## src/rtl/mips_isa_pkg.sv

```systemverilog
// MIPS32 encoding constants and decode-class bit positions shared by the decoder, the
// decode queue and EX.
package mips_isa_pkg;

  // Major opcodes
  localparam logic [5:0] OP_SPECIAL = 6'h00;
  localparam logic [5:0] OP_REGIMM  = 6'h01;
  localparam logic [5:0] OP_J       = 6'h02;
  localparam logic [5:0] OP_JAL     = 6'h03;
  localparam logic [5:0] OP_BEQ     = 6'h04;
  localparam logic [5:0] OP_BNE     = 6'h05;
  localparam logic [5:0] OP_BLEZ    = 6'h06;
  localparam logic [5:0] OP_BGTZ    = 6'h07;
  localparam logic [5:0] OP_ADDI    = 6'h08;
  localparam logic [5:0] OP_ADDIU   = 6'h09;
  localparam logic [5:0] OP_SLTI    = 6'h0A;
  localparam logic [5:0] OP_SLTIU   = 6'h0B;
  localparam logic [5:0] OP_ANDI    = 6'h0C;
  localparam logic [5:0] OP_ORI     = 6'h0D;
  localparam logic [5:0] OP_XORI    = 6'h0E;
  localparam logic [5:0] OP_LUI     = 6'h0F;
  localparam logic [5:0] OP_COP0    = 6'h10;
  localparam logic [5:0] OP_LB      = 6'h20;
  localparam logic [5:0] OP_LH      = 6'h21;
  localparam logic [5:0] OP_LW      = 6'h23;
  localparam logic [5:0] OP_LBU     = 6'h24;
  localparam logic [5:0] OP_LHU     = 6'h25;
  localparam logic [5:0] OP_SB      = 6'h28;
  localparam logic [5:0] OP_SH      = 6'h29;
  localparam logic [5:0] OP_SW      = 6'h2B;

  // SPECIAL function codes
  localparam logic [5:0] FN_SLL     = 6'h00;
  localparam logic [5:0] FN_SRL     = 6'h02;
  localparam logic [5:0] FN_SRA     = 6'h03;
  localparam logic [5:0] FN_SLLV    = 6'h04;
  localparam logic [5:0] FN_SRLV    = 6'h06;
  localparam logic [5:0] FN_SRAV    = 6'h07;
  localparam logic [5:0] FN_JR      = 6'h08;
  localparam logic [5:0] FN_JALR    = 6'h09;
  localparam logic [5:0] FN_SYSCALL = 6'h0C;
  localparam logic [5:0] FN_BREAK   = 6'h0D;
  localparam logic [5:0] FN_MFHI    = 6'h10;
  localparam logic [5:0] FN_MTHI    = 6'h11;
  localparam logic [5:0] FN_MFLO    = 6'h12;
  localparam logic [5:0] FN_MTLO    = 6'h13;
  localparam logic [5:0] FN_MULT    = 6'h18;
  localparam logic [5:0] FN_MULTU   = 6'h19;
  localparam logic [5:0] FN_DIV     = 6'h1A;
  localparam logic [5:0] FN_DIVU    = 6'h1B;
  localparam logic [5:0] FN_ADD     = 6'h20;
  localparam logic [5:0] FN_ADDU    = 6'h21;
  localparam logic [5:0] FN_SUB     = 6'h22;
  localparam logic [5:0] FN_SUBU    = 6'h23;
  localparam logic [5:0] FN_AND     = 6'h24;
  localparam logic [5:0] FN_OR      = 6'h25;
  localparam logic [5:0] FN_XOR     = 6'h26;
  localparam logic [5:0] FN_NOR     = 6'h27;
  localparam logic [5:0] FN_SLT     = 6'h2A;
  localparam logic [5:0] FN_SLTU    = 6'h2B;

  // REGIMM rt selectors
  localparam logic [4:0] RT_BLTZ    = 5'h00;
  localparam logic [4:0] RT_BGEZ    = 5'h01;
  localparam logic [4:0] RT_BLTZAL  = 5'h10;
  localparam logic [4:0] RT_BGEZAL  = 5'h11;

  // COP0 rs selectors and the one exact-match encoding
  localparam logic [4:0]  RS_MF     = 5'h00;
  localparam logic [4:0]  RS_MT     = 5'h04;
  localparam logic [31:0] INST_ERET = 32'h4200_0018;

  // Bit positions in the one-hot class vector
  localparam int unsigned CLS_I_OPRT = 7;
  localparam int unsigned CLS_R_OPRT = 6;
  localparam int unsigned CLS_LOAD   = 5;
  localparam int unsigned CLS_STORE  = 4;
  localparam int unsigned CLS_MULDIV = 3;
  localparam int unsigned CLS_MOVE   = 2;
  localparam int unsigned CLS_JMP    = 1;
  localparam int unsigned CLS_EXC    = 0;

  typedef logic [7:0] cls_t;

endpackage

```

## src/rtl/inst_classify.sv

```systemverilog
// Combinational MIPS32 instruction classifier: one-hot class vector plus reserved flag.
module inst_classify
  import mips_isa_pkg::*;
(
  input  logic [31:0] inst,
  output cls_t        cls,
  output logic        rsv
);

  logic [5:0] op, funct;
  logic [4:0] rs, rt, rd, sa;

  assign op    = inst[31:26];
  assign rs    = inst[25:21];
  assign rt    = inst[20:16];
  assign rd    = inst[15:11];
  assign sa    = inst[10:6];
  assign funct = inst[5:0];

  // Exact field checks; anything not matched leaves cls at zero.
  always_comb begin
    cls = '0;
    case (op)
      OP_SPECIAL: begin
        case (funct)
          FN_SLL, FN_SRL, FN_SRA:
            cls[CLS_R_OPRT] = (rs == 5'd0);
          FN_SLLV, FN_SRLV, FN_SRAV, FN_ADD, FN_ADDU, FN_SUB, FN_SUBU,
          FN_AND, FN_OR, FN_XOR, FN_NOR, FN_SLT, FN_SLTU:
            cls[CLS_R_OPRT] = (sa == 5'd0);
          FN_MULT, FN_MULTU, FN_DIV, FN_DIVU:
            cls[CLS_MULDIV] = (rd == 5'd0) && (sa == 5'd0);
          FN_MFHI, FN_MFLO:
            cls[CLS_MOVE] = (rs == 5'd0) && (rt == 5'd0) && (sa == 5'd0);
          FN_MTHI, FN_MTLO:
            cls[CLS_MOVE] = (rt == 5'd0) && (rd == 5'd0) && (sa == 5'd0);
          FN_JR:
            cls[CLS_JMP] = (rt == 5'd0) && (rd == 5'd0);
          FN_JALR:
            cls[CLS_JMP] = (rt == 5'd0);
          FN_SYSCALL, FN_BREAK:
            cls[CLS_EXC] = 1'b1;
          default: ;
        endcase
      end
      OP_REGIMM:
        cls[CLS_JMP] = rt inside {RT_BLTZ, RT_BGEZ, RT_BLTZAL, RT_BGEZAL};
      OP_J, OP_JAL, OP_BEQ, OP_BNE:
        cls[CLS_JMP] = 1'b1;
      OP_BLEZ, OP_BGTZ:
        cls[CLS_JMP] = (rt == 5'd0);
      OP_ADDI, OP_ADDIU, OP_SLTI, OP_SLTIU, OP_ANDI, OP_ORI, OP_XORI:
        cls[CLS_I_OPRT] = 1'b1;
      OP_LUI:
        cls[CLS_I_OPRT] = (rs == 5'd0);
      OP_LB, OP_LH, OP_LW, OP_LBU, OP_LHU:
        cls[CLS_LOAD] = 1'b1;
      OP_SB, OP_SH, OP_SW:
        cls[CLS_STORE] = 1'b1;
      OP_COP0: begin
        if ((rs == RS_MF || rs == RS_MT) && sa == 5'd0 && funct[4:3] == 2'b00) begin
          cls[CLS_MOVE] = 1'b1;
        end else if (inst == INST_ERET) begin
          cls[CLS_EXC] = 1'b1;
        end
      end
      default: ;
    endcase
  end

  assign rsv = ~|cls;

endmodule

```

## src/rtl/decode_queue.sv

```systemverilog
// Decode front end: DEPTH-entry FIFO with empty-queue bypass, classifier on the selected
// source, registered valid/ready output stage, delay-slot tagging and flush.
module decode_queue
  import mips_isa_pkg::*;
#(
  parameter int unsigned DEPTH = 4,
  parameter int unsigned PC_W  = 32,
  localparam int unsigned CNT_W = $clog2(DEPTH + 1)
) (
  input  logic             clk,
  input  logic             resetn,
  input  logic             in_valid,
  output logic             in_ready,
  input  logic [31:0]      in_inst,
  input  logic [PC_W-1:0]  in_pc,
  input  logic             flush,
  output logic             out_valid,
  input  logic             out_ready,
  output logic [31:0]      out_inst,
  output logic [PC_W-1:0]  out_pc,
  output logic [7:0]       out_cls,
  output logic             out_rsv,
  output logic             out_in_ds,
  output logic [CNT_W-1:0] count
);

  localparam int unsigned PTR_W = $clog2(DEPTH);

  logic [31:0]      mem_inst [DEPTH];
  logic [PC_W-1:0]  mem_pc   [DEPTH];
  logic [PTR_W-1:0] rd_ptr_q, wr_ptr_q;
  logic [CNT_W-1:0] count_q, count_d;
  logic             ds_q;

  logic             push, can_load, have_head, load_head, bypass, load, write;
  logic [31:0]      src_inst;
  logic [PC_W-1:0]  src_pc;
  cls_t             src_cls;
  logic             src_rsv;

  // Handshake and source selection; the bypass path only exists when the FIFO is empty.
  always_comb begin
    in_ready  = (count_q < CNT_W'(DEPTH));
    push      = in_valid & in_ready;
    can_load  = ~out_valid | out_ready;
    have_head = (count_q != '0);
    load_head = can_load & have_head;
    bypass    = can_load & ~have_head & push;
    load      = load_head | bypass;
    write     = push & ~bypass;
    src_inst  = have_head ? mem_inst[rd_ptr_q] : in_inst;
    src_pc    = have_head ? mem_pc[rd_ptr_q]   : in_pc;
    count_d   = count_q + CNT_W'(write) - CNT_W'(load_head);
  end

  inst_classify u_classify (
    .inst (src_inst),
    .cls  (src_cls),
    .rsv  (src_rsv)
  );

  // FIFO storage; entries are only read after being written, so no reset.
  always_ff @(posedge clk) begin
    if (write) begin
      mem_inst[wr_ptr_q] <= in_inst;
      mem_pc[wr_ptr_q]   <= in_pc;
    end
  end

  // Pointers, occupancy, output register and delay-slot flag; flush beats everything.
  always_ff @(posedge clk or negedge resetn) begin
    if (!resetn) begin
      rd_ptr_q  <= '0;
      wr_ptr_q  <= '0;
      count_q   <= '0;
      ds_q      <= 1'b0;
      out_valid <= 1'b0;
      out_inst  <= '0;
      out_pc    <= '0;
      out_cls   <= '0;
      out_rsv   <= 1'b0;
      out_in_ds <= 1'b0;
    end else if (flush) begin
      rd_ptr_q  <= '0;
      wr_ptr_q  <= '0;
      count_q   <= '0;
      ds_q      <= 1'b0;
      out_valid <= 1'b0;
    end else begin
      count_q <= count_d;
      if (write)     wr_ptr_q <= wr_ptr_q + PTR_W'(1);
      if (load_head) rd_ptr_q <= rd_ptr_q + PTR_W'(1);
      if (load) begin
        out_valid <= 1'b1;
        out_inst  <= src_inst;
        out_pc    <= src_pc;
        out_cls   <= src_cls;
        out_rsv   <= src_rsv;
        out_in_ds <= ds_q;
        ds_q      <= src_cls[CLS_JMP];
      end else if (out_ready) begin
        out_valid <= 1'b0;
      end
    end
  end

  assign count = count_q;

endmodule

```

## config.mk

```make
export PLATFORM = sky130hd
export DESIGN_NAME = decode_queue
export DESIGN_NICKNAME = d
export VERILOG_FILES = /design/src/rtl/mips_isa_pkg.sv /design/src/rtl/inst_classify.sv /design/src/rtl/decode_queue.sv
export SDC_FILE = /design/constraint.sdc
export NUM_CORES = 1
export LEC_CHECK = 0
export CAP_MARGIN = 10
export CORE_MARGIN = 3
export CORE_UTILIZATION = 25
export CTS_BUF_LIST = sky130_fd_sc_hd__clkbuf_2 sky130_fd_sc_hd__clkbuf_4 sky130_fd_sc_hd__clkbuf_8
export CTS_CLUSTER_SIZE = 8
export DETAILED_ROUTE_END_ITERATION = 10
export PLACE_DENSITY = 0.52
export SETUP_SLACK_MARGIN = 0.1
export SYNTH_ARGS = -nofsm -noshare
export SYNTH_HDL_FRONTEND = slang
export SYNTH_SLANG_ARGS = --single-unit
```

## constraint.sdc

```tcl
create_clock -name clk -period 3.75 [get_ports clk]
set_input_delay 0.75 -clock clk [delete_from_list [all_inputs] [get_ports clk]]
set_output_delay 0.75 -clock clk [all_outputs]
set_load 0.1 [all_outputs]
```

==> flow_summary.ini, run 1 <==
[placement]
port_buffers = 147
hpwl_mm = 21.83
gp_congestion = 0.7709

[sta]
slew_violations = 0
fmax_mhz = 323.9
finalSetupTns_ps = 0
clock_skew_ps = 26.41
post-route-period-util = 0.8232
max_slew_margin = 0.2922
hold_violations = 0
rsz0062_at_grt = no
setup_viol_count_final = 0
finalCriticalPeriod_ps = 3087
worstMarginPinSlew_ps = 1058

[synthesis]
ys_ff_latch = 339
synthDistinctLibCells = 54
synthFlopType = edfxtp_1
ys_seq_area_frac = 0.7027
yosys.area.top_type = edfxtp_1
synth_warnings = 0
async_flop_share = 0.2448
synth_top_area_frac = 0.5532
synth_edf_count = 256
synthTopCellsByArea = edfxtp_1 55%, dfrtp_1 15%, mux4_2 8.1%
synth_area_mm2 = 0.01390
syn_nets = 915
syn_area_per_cell_um2 = 16.56
synthCells = 839

[routing]
ant_nets = 0
drc_errors = 0
drt-initial-drc-count = 487
wire_per_inst_um = 19.31
via_per_inst = 4.323
vias = 7868
routed_wl_mm = 35.15
dr.pass1.iters = 5

[worst_hold_path]
hp-class = input port to asynchronous set/reset pin

[floorplan]
die_height_um = 241.8
start_util = 0.2552
rows = 85
die_w_um = 241.8
ioPinCount = 148
coreArea_mm2 = 0.05445
die_area_mm2 = 0.05845

[run_status]
status = completed

[setup_path]
rrSetupSlack_ps = 770
critPathLaunchType = flip-flop
cp.arrival_ps = 2340
crit_path_end_kind = output port
worst-endpoint-required_ps = 3000
r2r_start = count[1]
timing_worst_setup_path_type = flip-flop to output port
crit_fanout = 5
startpoint = count[2]

[clocking]
post_cts_resize_count = 0
htree_levels = 2
cts-hold-fix-buffers = 0
post_cts_buffers = 0
cts.sinks = 339
clkTransAtPathRegs_ps = 60
cts_root_buf = clkbuf_8
numCtsBuffers = 60
insertion_delay_ps = 640
cts.path.max_buffers = 3
cts_tree = done

[grt]
gr-total-overflow = 0
grt_usage = 0.1205
grt_max_degree = 70
grt_pass1_wl_mm = 53.61
grt_pass1_vias = 8527
antenna_found_initial = 5

[layout]
nNetsFinal = 1104
drive_gt1_frac = 0.2028
syn2layout_area_growth_pct = 26.25

[power]
vdd_drop_max_v = 0.0005322
p_total_mw = 15.66
p_per_area_mw_per_mm2 = 892.5
p_leak_nw = 6.188

[run]
timing.max_cap.violations = 0
routing by layer:
layer  vias to the layer above  share of wire  global-route usage
met4                         8          0.023             0.04013
li1                       3634              -                   -
met5                         -         0.0014                   0
met1                      3958           0.44              0.1517
met3                        69          0.061             0.03789
met2                       199           0.48              0.1971
worst paths after layout:
kind,endpoint,cells past startpoint
hold / removal,out_inst[21],1
hold reg to reg,out_cls[5],2
max in group asynchronous,out_pc[4],2
setup reg to reg,out_rsv,9
setup / recovery,in_ready,2
min in group clk,out_cls[5],2
layout make-up:
type / instances / area (um2)
Clock inverter: 24 / 138.9
Timing Repair Buffer: 172 / 1722
Clock buffer: 90 / 1095
Multi-Input combinational cell: 445 / 3851
Sequential cell: 339 / 9772
Tap cell: 739 / 924.6
Inverter: 10 / 37.54
Fill cell: 5416 / 36910
Antenna cell: 1 / 2.502
per-stage QoR:
| stage | instance area [um2] | setup WS, ps | util | instances | hold slack [ps] |
|---|---|---|---|---|---|
| after floorplan | 13900 | 346.8 | - | 839 | 454.4 |
| after global placement | 16310 | 651.1 | 0.2995 | 1705 | 463.5 |
| after detailed placement | 16310 | 589.5 | 0.2995 | 1705 | 470.3 |
| after CTS | 17540 | 591.4 | 0.3221 | 1819 | 191.8 |
| after global routing | 17540 | 548.4 | 0.3221 | 1819 | 239.3 |
| final | 17540 | 663.1 | 0.3222 | 1820 | 213.0 |
cell usage in the layout (no fill, tap or decap), types with 8 or more instances in the layout:
| cell | n |
|---|---|
| a21oi_1 | 9 |
| a31oi_1 | 12 |
| and2_1 | 9 |
| buf_4 | 28 |
| clkbuf_4 | 23 |
| clkbuf_8 | 67 |
| clkdlybuf4s50_1 | 137 |
| clkinv_1 | 13 |
| dfrtp_1 | 81 |
| edfxtp_1 | 256 |
| inv_1 | 10 |
| mux2_2 | 15 |
| mux2i_1 | 67 |
| mux4_1 | 8 |
| mux4_2 | 50 |
| nand2_1 | 90 |
| nand3_1 | 8 |
| nand4_1 | 10 |
| nor2_1 | 33 |
| o21ai_0 | 67 |
flip-flops by register name, indices dropped and copies added (netlist names):
| signal | cells |
|---|---|
| count | 3 |
| out_in_ds | 1 |
| mem_inst | 128 |
| wr_ptr_q | 2 |
| mem_pc | 128 |
| out_inst | 32 |
| out_valid | 1 |
| out_rsv | 1 |
| out_pc | 32 |
| ds_q | 1 |
| out_cls | 8 |
| rd_ptr_q | 2 |
cells by family after synthesis:
family	count (synthesis)	synth area share
AO/OA/AOI/OAI	105	0.04376
multiplexers	143	0.1608
XOR/XNOR	5	0.003151
adder cells (fa/ha/maj)	7	0.006843
flip-flops	339	0.7027
buffers and inverters	55	0.02179
AND/OR/NAND/NOR	185	0.06096
power breakdown:
| part | total [mW] | switching, mW | leakage [nW] | internal, mW |
|---|---|---|---|---|
| logic | 6.99 | 4.92 | 2.17 | 2.07 |
| registers | 5.19 | 0.400 | 3.36 | 4.79 |
| clock network | 3.47 | 1.54 | 0.658 | 1.93 |
| total | 15.7 | 6.86 | 6.19 | 8.80 |
Yosys cell counts (all sizes together), types with 10 or more instances:
cell,n
buf,24
mux2i,70
clkbuf,21
inv,10
edfxtp,256
mux4,58
dfrtp,83
a31oi,13
mux2,15
and2,13
nand4,10
nor2,33
nand2,90
o21ai,68
critical path, stage by stage, from the launching register on:
cell	delay, ps
dfrtp_1	440
inv_1	100
clkdlybuf4s50_1	1150
Power figures use the tool's default switching activity.
==> inputs of run 2 (changes only) <==
Settings changed: PLACE_DENSITY 0.52 to 0.53.
Clock period 3.75 ns to 2.71 ns, I/O delays scaled along.
==> flow_summary.ini, run 2 (same netlist as run 1, synthesis figures left out) <==
[floorplan]
die_area_mm2 = 0.05845
die_height_um = 241.8
start_util = 0.2552
rows = 85
die_w_um = 241.8
coreArea_mm2 = 0.05445
ioPinCount = 148

[placement]
hpwl_mm = 24.03
post-place-ws_ps = -42.36
gp_congestion = 0.8260
port_buffers = 147
place_area_mm2 = 0.01668

[run_status]
status = completed

[routing]
ant_nets = 0
drc_errors = 0
wire_per_inst_um = 19.87
via_per_inst = 4.397
drt-initial-drc-count = 568
dr.pass1.iters = 5
vias = 8298
routed_wl_mm = 37.49

[layout]
fillers = 5355
final_common_cell = edfxtp_1
antennaDiodeCount = 0
nNetsFinal = 1174
drive_gt1_frac = 0.3423
stdcell_area_mm2 = 0.01836
syn2layout_area_growth_pct = 32.10
mostFrequentLayoutCells = 256 x edfxtp_1, 146 x buf_4, 89 x nand2_1
reg_top3 = mem_inst: 128 flops, mem_pc: 128 flops

[power]
swShare = 0.4319
p_per_area_mw_per_mm2 = 1249
p_leak_nw = 6.722
seqPwrFrac = 0.310
clkPwrFrac = 0.218
power.switching_mw = 9.905
internal-power_mw = 13.03
vdd_drop_max_v = 0.0009229
p_comb_frac = 0.472

[clocking]
cts.path.max_buffers = 3
insertion_delay_ps = 650
clkTransAtPathRegs_ps = 60
cts_tree = done
cts_root_buf = clkbuf_8
cts.sinks = 339
htree_levels = 2
numCtsBuffers = 60

[setup_path]
worst-endpoint-required_ps = 3220
crit_fanout = 7
cp.arrival_ps = 3160
critPathLaunchType = flip-flop
timing_worst_setup_path_type = flip-flop to flip-flop
crit_path_end_kind = flip-flop

[grt]
grt_pass1_vias = 8884
grt_usage = 0.1270
gr-total-overflow = 0
grt_pass1_wl_mm = 56.65
antenna_found_initial = 3
grt_max_degree = 52

[sta]
max_slew_margin = 0.5987
worstMarginPinSlew_ps = 596.9
layout_setup_ws_ps = 62.57
hold_violations = 0
rsz0062_at_grt = yes
setup_viol_count_final = 0
slew_violations = 0
fmax_mhz = 377.7
clock_skew_ps = 36.65
finalCriticalPeriod_ps = 2647
post-route-period-util = 0.9769

[worst_hold_path]
hp-class = input port to asynchronous set/reset pin

[run]
timing.max_cap.violations = 0
run 2: cell count changes in the layout (fill, tap and decap cells not counted), moves of 7 or more:
cell / before / now
buf_4: 28 / 146
clkdlybuf4s50_1: 137 / 67
buf_12: 7 / 19
buf_6: 0 / 7
clkbuf_4: 23 / 16
run 2: layout make-up:
class                           count  area (um2)  area share
Clock buffer                       81        1015     0.05528
Clock inverter                     31       259.0     0.01411
Inverter                           10       41.29    0.002249
Multi-Input combinational cell    445        4031      0.2196
Sequential cell                   339        9784      0.5330
Tap cell                          739       924.6     0.05037
Timing Repair Buffer              242        2301      0.1253
run 2: power groups by stage:
stage	sequential, mW	combinational [mW]	clock (mW)
CTS	7.14	10.8	5.20
finish	7.12	10.8	4.99
detailed placement	7.23	10.3	0
global route	7.24	11.4	5.42
floorplan	10.8	3.69	0
global placement	7.19	10.3	0
run 2: final timing paths:
check                                    end         start  depth (start not counted)  slack [ps]
worst max-delay path                 out_rsv   rd_ptr_q[0]                          9          60
worst min-delay path               out_pc[5]        resetn                          2         450
worst max register to register       out_rsv   rd_ptr_q[0]                          9          60
worst min register to register  out_inst[20]  out_inst[20]                          2         480
max in group asynchronous         out_cls[2]        resetn                          3        1580
min in group clk                out_inst[20]  out_inst[20]                          2         480
run 2: metrics by stage:
step	hold WS [ps]	instances	setup TNS [ps]	util	power [mW]
after floorplan	246.4	839	-44.45	-	14.51
after detailed placement	472.1	1755	-42.36	0.3064	17.53
final	453.7	1887	0	0.3371	22.93
after global placement	465.5	1755	0	0.3064	17.47
after global routing	440.2	1887	-84.16	0.3371	24.08
after CTS	387.0	1881	0	0.3349	23.14
run 2: what timing repair did:
| action | in CTS | in global routing |
|---|---|---|
| cloned | 2 | 0 |
| hold buffers | 1 | 0 |
| hold endpoints to repair | 34 | 0 |
| pin swaps | 5 | 10 |
| gates resized for setup | 24 | 20 |
| setup endpoints to repair | 7 | 13 |
| buffers inserted | 11 | 6 |
run 2: worst max-delay path, cell delays in order (launching register included):
cell and delay [ps]:
dfrtp_4 500, buf_12 160, mux4_1 570, or2_2 340
nor3_1 250, o21ai_1 140, nor2_2 180, a41oi_2 150
nand4_1 140, o41ai_2 70
run 2: layer usage:
metal,global-route usage,part of all wire,wire (um)
met5,0,0.0012,45
met1,0.1603,0.43,15980
met3,0.02991,0.052,1939
met4,0.04544,0.025,949
met2,0.2136,0.50,18580
